--- src/rtl/regfile_wb_if.sv ---
// Write-back request channels shared by the two requesters and the arbiter.
// Each requester drives valid/addr/data; the arbiter returns ready.
interface regfile_wb_if #(
  parameter int XLEN = 32,
  parameter int AW   = 5
);
  logic            req0_valid;
  logic [AW-1:0]   req0_addr;
  logic [XLEN-1:0] req0_data;
  logic            req0_ready;
  logic            req1_valid;
  logic [AW-1:0]   req1_addr;
  logic [XLEN-1:0] req1_data;
  logic            req1_ready;

  modport master (
    output req0_valid, req0_addr, req0_data,
    output req1_valid, req1_addr, req1_data,
    input  req0_ready, req1_ready
  );

  modport slave (
    input  req0_valid, req0_addr, req0_data,
    input  req1_valid, req1_addr, req1_data,
    output req0_ready, req1_ready
  );
endinterface

--- src/rtl/regfile_wb_arbiter.sv ---
// Register file write-port owner: clears x1..x(NREG-1) after reset, then
// arbitrates two write-back requesters round-robin onto a registered port.
module regfile_wb_arbiter #(
  parameter int NREG = 32,
  parameter int XLEN = 32
) (
  input  logic                    clk,
  input  logic                    rst_n,
  regfile_wb_if.slave             req,
  output logic                    we3,
  output logic [$clog2(NREG)-1:0] a3,
  output logic [XLEN-1:0]         wd3,
  output logic                    init_done
);
  localparam int AW = $clog2(NREG);
  localparam logic [AW-1:0] LAST_REG = AW'(NREG - 1);

  typedef enum logic {CLEAR, RUN} state_t;

  state_t        state, next_state;
  logic [AW-1:0] cnt;
  logic          rr;    // 0: req0 wins a tie, 1: req1 wins a tie
  logic          gnt0, gnt1;
  logic          both_valid;

  assign both_valid = req.req0_valid && req.req1_valid;

  // NOTE: sequential state uses non-blocking assignments so every flop
  // samples pre-edge values regardless of process ordering.
  always_ff @(posedge clk or negedge rst_n) begin
    if (!rst_n) state <= CLEAR;
    else        state <= next_state;
  end

  // NOTE: every combinational output gets a default first, so no path can
  // leave it unassigned and infer a latch.
  always_comb begin
    next_state = state;
    case (state)
      CLEAR:   if (cnt == LAST_REG) next_state = RUN;
      RUN:     next_state = RUN;
      default: next_state = CLEAR;
    endcase
  end

  // Grants never look at ready, so valid->ready is the only comb path.
  always_comb begin
    gnt0 = 1'b0;
    gnt1 = 1'b0;
    if (state == RUN) begin
      gnt0 = req.req0_valid && (!req.req1_valid || !rr);
      gnt1 = req.req1_valid && (!req.req0_valid ||  rr);
    end
  end

  assign req.req0_ready = gnt0;
  assign req.req1_ready = gnt1;
  assign init_done      = (state == RUN);

  always_ff @(posedge clk or negedge rst_n) begin
    if (!rst_n) begin
      cnt <= AW'(1);
      rr  <= 1'b0;
      we3 <= 1'b0;
      a3  <= '0;
      wd3 <= '0;
    end else if (state == CLEAR) begin
      we3 <= 1'b1;
      a3  <= cnt;
      wd3 <= '0;
      cnt <= cnt + AW'(1);
    end else begin
      if (gnt0) begin
        we3 <= |req.req0_addr;
        a3  <= req.req0_addr;
        wd3 <= req.req0_data;
      end else if (gnt1) begin
        we3 <= |req.req1_addr;
        a3  <= req.req1_addr;
        wd3 <= req.req1_data;
      end else begin
        we3 <= 1'b0;
      end
      if (both_valid) rr <= ~rr;
    end
  end
endmodule

--- src/flat_wrapper.sv ---
// flat-port wrapper written by rule: the top's interface ports become plain ports
module regfile_wb_arbiter_flat 
#(
  parameter int NREG = 32,
  parameter int XLEN = 32
)
  (clk, rst_n, we3, a3, wd3, init_done, req_req0_valid, req_req0_addr, req_req0_data, req_req1_valid, req_req1_addr, req_req1_data, req_req0_ready, req_req1_ready);
  regfile_wb_if #(.XLEN(XLEN)) req_i ();
  input  logic clk;
  input  logic rst_n;
  output logic we3;
  output logic [$clog2(NREG)-1:0] a3;
  output logic [XLEN-1:0] wd3;
  output logic init_done;
  input wire logic [$bits(req_i.req0_valid)-1:0] req_req0_valid;
  input wire logic [$bits(req_i.req0_addr)-1:0] req_req0_addr;
  input wire logic [$bits(req_i.req0_data)-1:0] req_req0_data;
  input wire logic [$bits(req_i.req1_valid)-1:0] req_req1_valid;
  input wire logic [$bits(req_i.req1_addr)-1:0] req_req1_addr;
  input wire logic [$bits(req_i.req1_data)-1:0] req_req1_data;
  output wire logic [$bits(req_i.req0_ready)-1:0] req_req0_ready;
  output wire logic [$bits(req_i.req1_ready)-1:0] req_req1_ready;
  assign req_i.req0_valid = req_req0_valid;
  assign req_i.req0_addr = req_req0_addr;
  assign req_i.req0_data = req_req0_data;
  assign req_i.req1_valid = req_req1_valid;
  assign req_i.req1_addr = req_req1_addr;
  assign req_i.req1_data = req_req1_data;
  assign req_req0_ready = req_i.req0_ready;
  assign req_req1_ready = req_i.req1_ready;
  regfile_wb_arbiter #(.NREG(NREG), .XLEN(XLEN)) u_core (.clk(clk), .rst_n(rst_n), .req(req_i), .we3(we3), .a3(a3), .wd3(wd3), .init_done(init_done));
endmodule
--- config.mk ---
export PLATFORM = sky130hd
export DESIGN_NAME = regfile_wb_arbiter_flat
export DESIGN_NICKNAME = d
export VERILOG_FILES = /design/src/rtl/regfile_wb_if.sv /design/src/rtl/regfile_wb_arbiter.sv /design/src/flat_wrapper.sv
export SDC_FILE = /design/constraint.sdc
export NUM_CORES = 1
export LEC_CHECK = 0
export ABC_CLOCK_PERIOD_IN_PS = 3750
export BUFFER_PORTS_ARGS = -buffer_cell sky130_fd_sc_hd__buf_2
export CAP_MARGIN = 20
export CORE_MARGIN = 2
export CORE_UTILIZATION = 47
export DETAILED_ROUTE_END_ITERATION = 8
export MAX_ROUTING_LAYER = met4
export PLACE_DENSITY = 0.94
export SETUP_SLACK_MARGIN = 0.2
export SYNTH_ARGS = -nofsm -noshare
export SYNTH_HDL_FRONTEND = slang
export SYNTH_SLANG_ARGS = --single-unit
export TNS_END_PERCENT = 1
--- constraint.sdc ---
create_clock -name clk -period 3.75 [get_ports clk]
set_input_delay 0.375 -clock clk [delete_from_list [all_inputs] [get_ports clk]]
set_output_delay 0.375 -clock clk [all_outputs]
set_load 0.05 [all_outputs]
Yosys cells after proc, flatten, opt, wreduce, memory -nomap -nowiden. Index checks and enable logic that the tools add are counted.

RAM bits: 0. ROM bits: 0. Register bits: 45. Bits in latches: 0. Word-level logic and storage cells: 35. Output and inout bits: 41. Bits of input ports: 78. Memories: 0.

Shift operators: 0. Eq/ne operators: 2. Multipliers: 0. Reductions and logical operators: 11. Div/mod/pow operators: 0. Order comparisons: 0. Multiplexer cells: 13. Add/sub/neg operators: 1. Bitwise operators: 2.

Operators by type and width (number): $mux 32 (3); $mux 5 (3); $reduce_or 5->1 (2); $mux 1 (6); $add 5x1->5 const B (1); $eq 5x5->1 const B (1); $logic_and 1x1->1 (3); $logic_not 1->1 (3); $ne 3x3->1 const B (1); $logic_or 1x1->1 (2); $not 1->1 (2); $pmux 1 s2 (1); $reduce_and 2->1 (1).

Logic depth before layout (Yosys ltp).
Depth in word-level cells: 7. Gate-level depth with buffers: 5. Depth with buffers taken out: 4.

Worst setup path before layout. No wires, ideal clock.

Path kind: reg2out. From: reg u_core.state, in the netlist u_core.init_done. To: out req_req0_ready. Data required time: 3375 ps. Cell stages (with the launch flop): 5. Arrival time: 1457 ps. Path slack: 1918 ps. Path buffers: 2. Cell sequence: dfrtp_1 > buf_2 > inv_2 > nor2_4 > buf_2.

Word-level cells in the longest chain between the ends: 1.

Ends and longest elaborated chain: from (decl) (RTL line regfile_wb_arbiter.sv:20) `state_t state, next_state;`; from (signal assigned) (RTL line regfile_wb_arbiter.sv:32) `else state <= next_state;`; $mux 1 (RTL line regfile_wb_arbiter.sv:50) `if (state == RUN) begin`; to (decl) (RTL line flat_wrapper.sv:21) `output wire logic [$bits(req_i.req0_ready)-1:0] req_req0_ready;`.

No other way between the ends.

Final worst setup path.
From: reg u_core.state, in the netlist u_core.init_done. To: out req_req1_ready.

Word-level cells in the longest chain between the ends: 1.

Ends and longest elaborated chain: $mux 1 (RTL line regfile_wb_arbiter.sv:50); to (decl) (RTL line flat_wrapper.sv:22) `output wire logic [$bits(req_i.req1_ready)-1:0] req_req1_ready;`.

No other way between the ends.

==> summary.md <==
| Metric | Value |
|---|---|
| Status | completed |
| Synth warn | 0 |
| Hold Crit Class | in -> async |
| 1st-iter DRT viols | 83 |
| Int Power | 0.891 mW |
| Number of buffers created by CTS | 5 |
| Grt ovf | 0 |
| Maximum buffer depth of the clock tree | 2 |
| CP top delay family | flip-flops |
| Flop pwr share | 39.6% |
| Clock Sinks | 45 |
| Core area | 4320 sq um |
| R2R cell count | 4 |
| Most frequently used flop master after synthesis | dfrtp_1 |
| DR pass1 iterations | 5 |
| Synth area leader | dfrtp_1 |
| Number of synthesized flops with an enable pin | 0 |
| Peak VDD IR | 0.000271 V |
| Most common cell in the netlist | dfrtp_1 |
| Crit path buf inv count | 1 |
| Final min period | 2.43 ns |
| Worst-Skew Late Latency | 0.29 ns |
| Critical path class | reg -> out |
| Clock Power Share | 18.4% |
| Clock Skews | 0.00563 ns |
| Leak Pwr | 1.42 nW |
| Cts repair resizes | 0 |
| Synth Register Bits | 45 |
| Number of antenna diodes | 0 |
| Hold Vio Cnt, Final | 0 |
| Boundary pin count | 119 |
| Die X-Extent | 70.8 microns |
| Logic pwr share | 42.0% |
| Fmax | 412 MHz |
| Syn_nets | 249 |
| Starting density of the core | 48.4% |
| Commonest cells in the netlist | dfrtp_1, a221o_1, and2_1 |
| Post-Syn Instances | 169 |
| P_sw | 0.670 mW |
| Placer Congestion | 0.846 |
| # setup viols final | 0 |
| Post-synthesis sequential area ratio | 53.8% |
| CP max FO | 35 |
| Post-CTS Hold Buffers | 0 |
| Placed cells | 328 |
| Total GRT Usage | 21.5% |
| Final Hold Slack | 0.227 ns |
| DR WL/cell | 15.1 microns |
| Number of max-cap violations | 0 |
| Initial antenna violation count | 0 |
| Reg clk slew, reported paths | 0.08 ns |
| Chip Height | 70.8 microns |
| CP max stage cell | dfrtp_1 |
| RSZ-0062 raised after global routing | no |
| Vias per cell | 5.57 |
| Synth top area share | 52.6% |
| CTS root buffer | clkbuf_8 |
| Final #Nets | 363 |
| Max Slew Vio Count | 0 |
| Largest net degree at the start of global routing | 46 |
| Data required, critical path | 3.38 ns |
| Post-DP Area | 2680 sq um |
| Antenna-violating nets left | 0 |
| Design area | 2760 sq um |
| Area growth syn-to-layout | 31.8% |
| CP max stage delay | 0.79 ns |
| Vias in the first global route | 1803 |
| CP Capture Type | primary output |
| Post-CTS Setup Inserts | 0 |
| # DRC | 0 |
| CTS tree | done |
| Crit path DAT | 2.05 ns |
| CP startpoint kind | register |
| DIE AREA | 5010 sq um |
| Syn_area_per_cell | 12.4 sq um |
| Final period util | 64.8% |
| Worst-Margin Slew | 0.953 ns |
| Post-DP HPWL | 3680 microns |
| Routed vias | 1872 |
| Setup TNS | 0 ns |
| Total power divided by cell area | 565 nW/um^2 |
| Cell Rows | 24 |
| Async SR Flop Fraction | 100% |
| First-pass GRT wire length | 8240 microns |
| Port buffer count | 118 |
| Final WL | 5060 microns |
| Layout cells sized above 1 | 48.2% |
| CTS HTree Levels | 2 |
| Crit path cell chain | and3_4, buf_2 |
| Stages on the worst setup path | 2 |
| Post-Syn Area | 2090 sq um |
| Finished Layout Cells | 336 |
| Max_slew headroom | 36.5% |
| Number of distinct library cells after synthesis | 38 |
| Synth top area cells | dfrtp_1, a221o_1, and2_1, buf_6, xnor2_1 |
| Sw frac | 42.9% |
## cell type report
class | instances | area, sq um
Clock buffer | 6 | 72.6
Clock inverter | 2 | 10.0
Fill cell | 352 | 1560
Inverter | 3 | 11.3
Multi-Input combinational cell | 108 | 870
Sequential cell | 45 | 1130
Tap cell | 52 | 65.1
Timing Repair Buffer | 120 | 606
## metrics by stage
stage / power, mW / setup slack (ns) / util [%]
floorplan: 1.12 / 1.92 / -
global placement: 1.27 / 1.72 / 62.0
detailed placement: 1.29 / 1.66 / 62.0
CTS: 1.57 / 1.33 / 63.9
global route: 1.63 / 1.21 / 63.9
finish: 1.56 / 1.32 / 63.9
## layout by cell type (no fill, tap or decap), drive strengths merged, types with 3 or more instances in the layout
cell type,count
a221o,32
clkbuf,6
inv,3
a221oi,3
and2,32
buf,120
o22ai,4
dfrtp,44
xnor2,4
nor2,5
## logic make-up after synthesis
group | share of synthesized area (%)
xor gates and xnor gates | 1.67
buffers and inverters | 4.66
and+or+nand+nor | 16.0
muxes | 1.55
adders and majority gates | 1.19
DFF | 53.8
AOI/OAI and AO/OA | 21.1
## registers in the layout, indices dropped and copies added (netlist names)
name	cells
u_core.wd3	32
u_core.we3	1
u_core.init_done	1
u_core.rr	1
u_core.a3	5
u_core.cnt	5
## worst paths after layout
kind                                        from             end  slack [ns]
max in group asynchronous                  rst_n  u_core.wd3[30]        2.93
worst max register to register  u_core.init_done  u_core.wd3[16]        2.01
worst min-delay path                       rst_n    u_core.a3[3]        0.23
worst min register to register      u_core.a3[0]    u_core.a3[0]        0.51
min in group clk                req_req0_data[6]   u_core.wd3[6]        0.31
worst max-delay path            u_core.init_done  req_req1_ready        1.32
## power by group through the flow
| stage | Clock (mW) | Combinational (mW) | Sequential, mW |
|---|---|---|---|
| 4_1_cts | 0.295 | 0.661 | 0.618 |
| 6_report | 0.287 | 0.655 | 0.618 |
| 3_5_place_dp | 0 | 0.660 | 0.625 |
| 3_3_place_gp | 0 | 0.650 | 0.623 |
| 2_1_floorplan | 0 | 0.194 | 0.923 |
| 5_1_grt | 0.311 | 0.692 | 0.630 |
## routing by layer
| metal | GRT usage, % | routed length [microns] | vias up |
|---|---|---|---|
| met3 | 4.99 | 376 | 7 |
| met2 | 34.6 | 2410 | 102 |
| met5 | - | 0 | - |
| li1 | - | - | 865 |
| met1 | 27.5 | 2230 | 898 |
| met4 | 5.87 | 46 | 0 |
No activity file was read; power rests on OpenSTA's default activity.
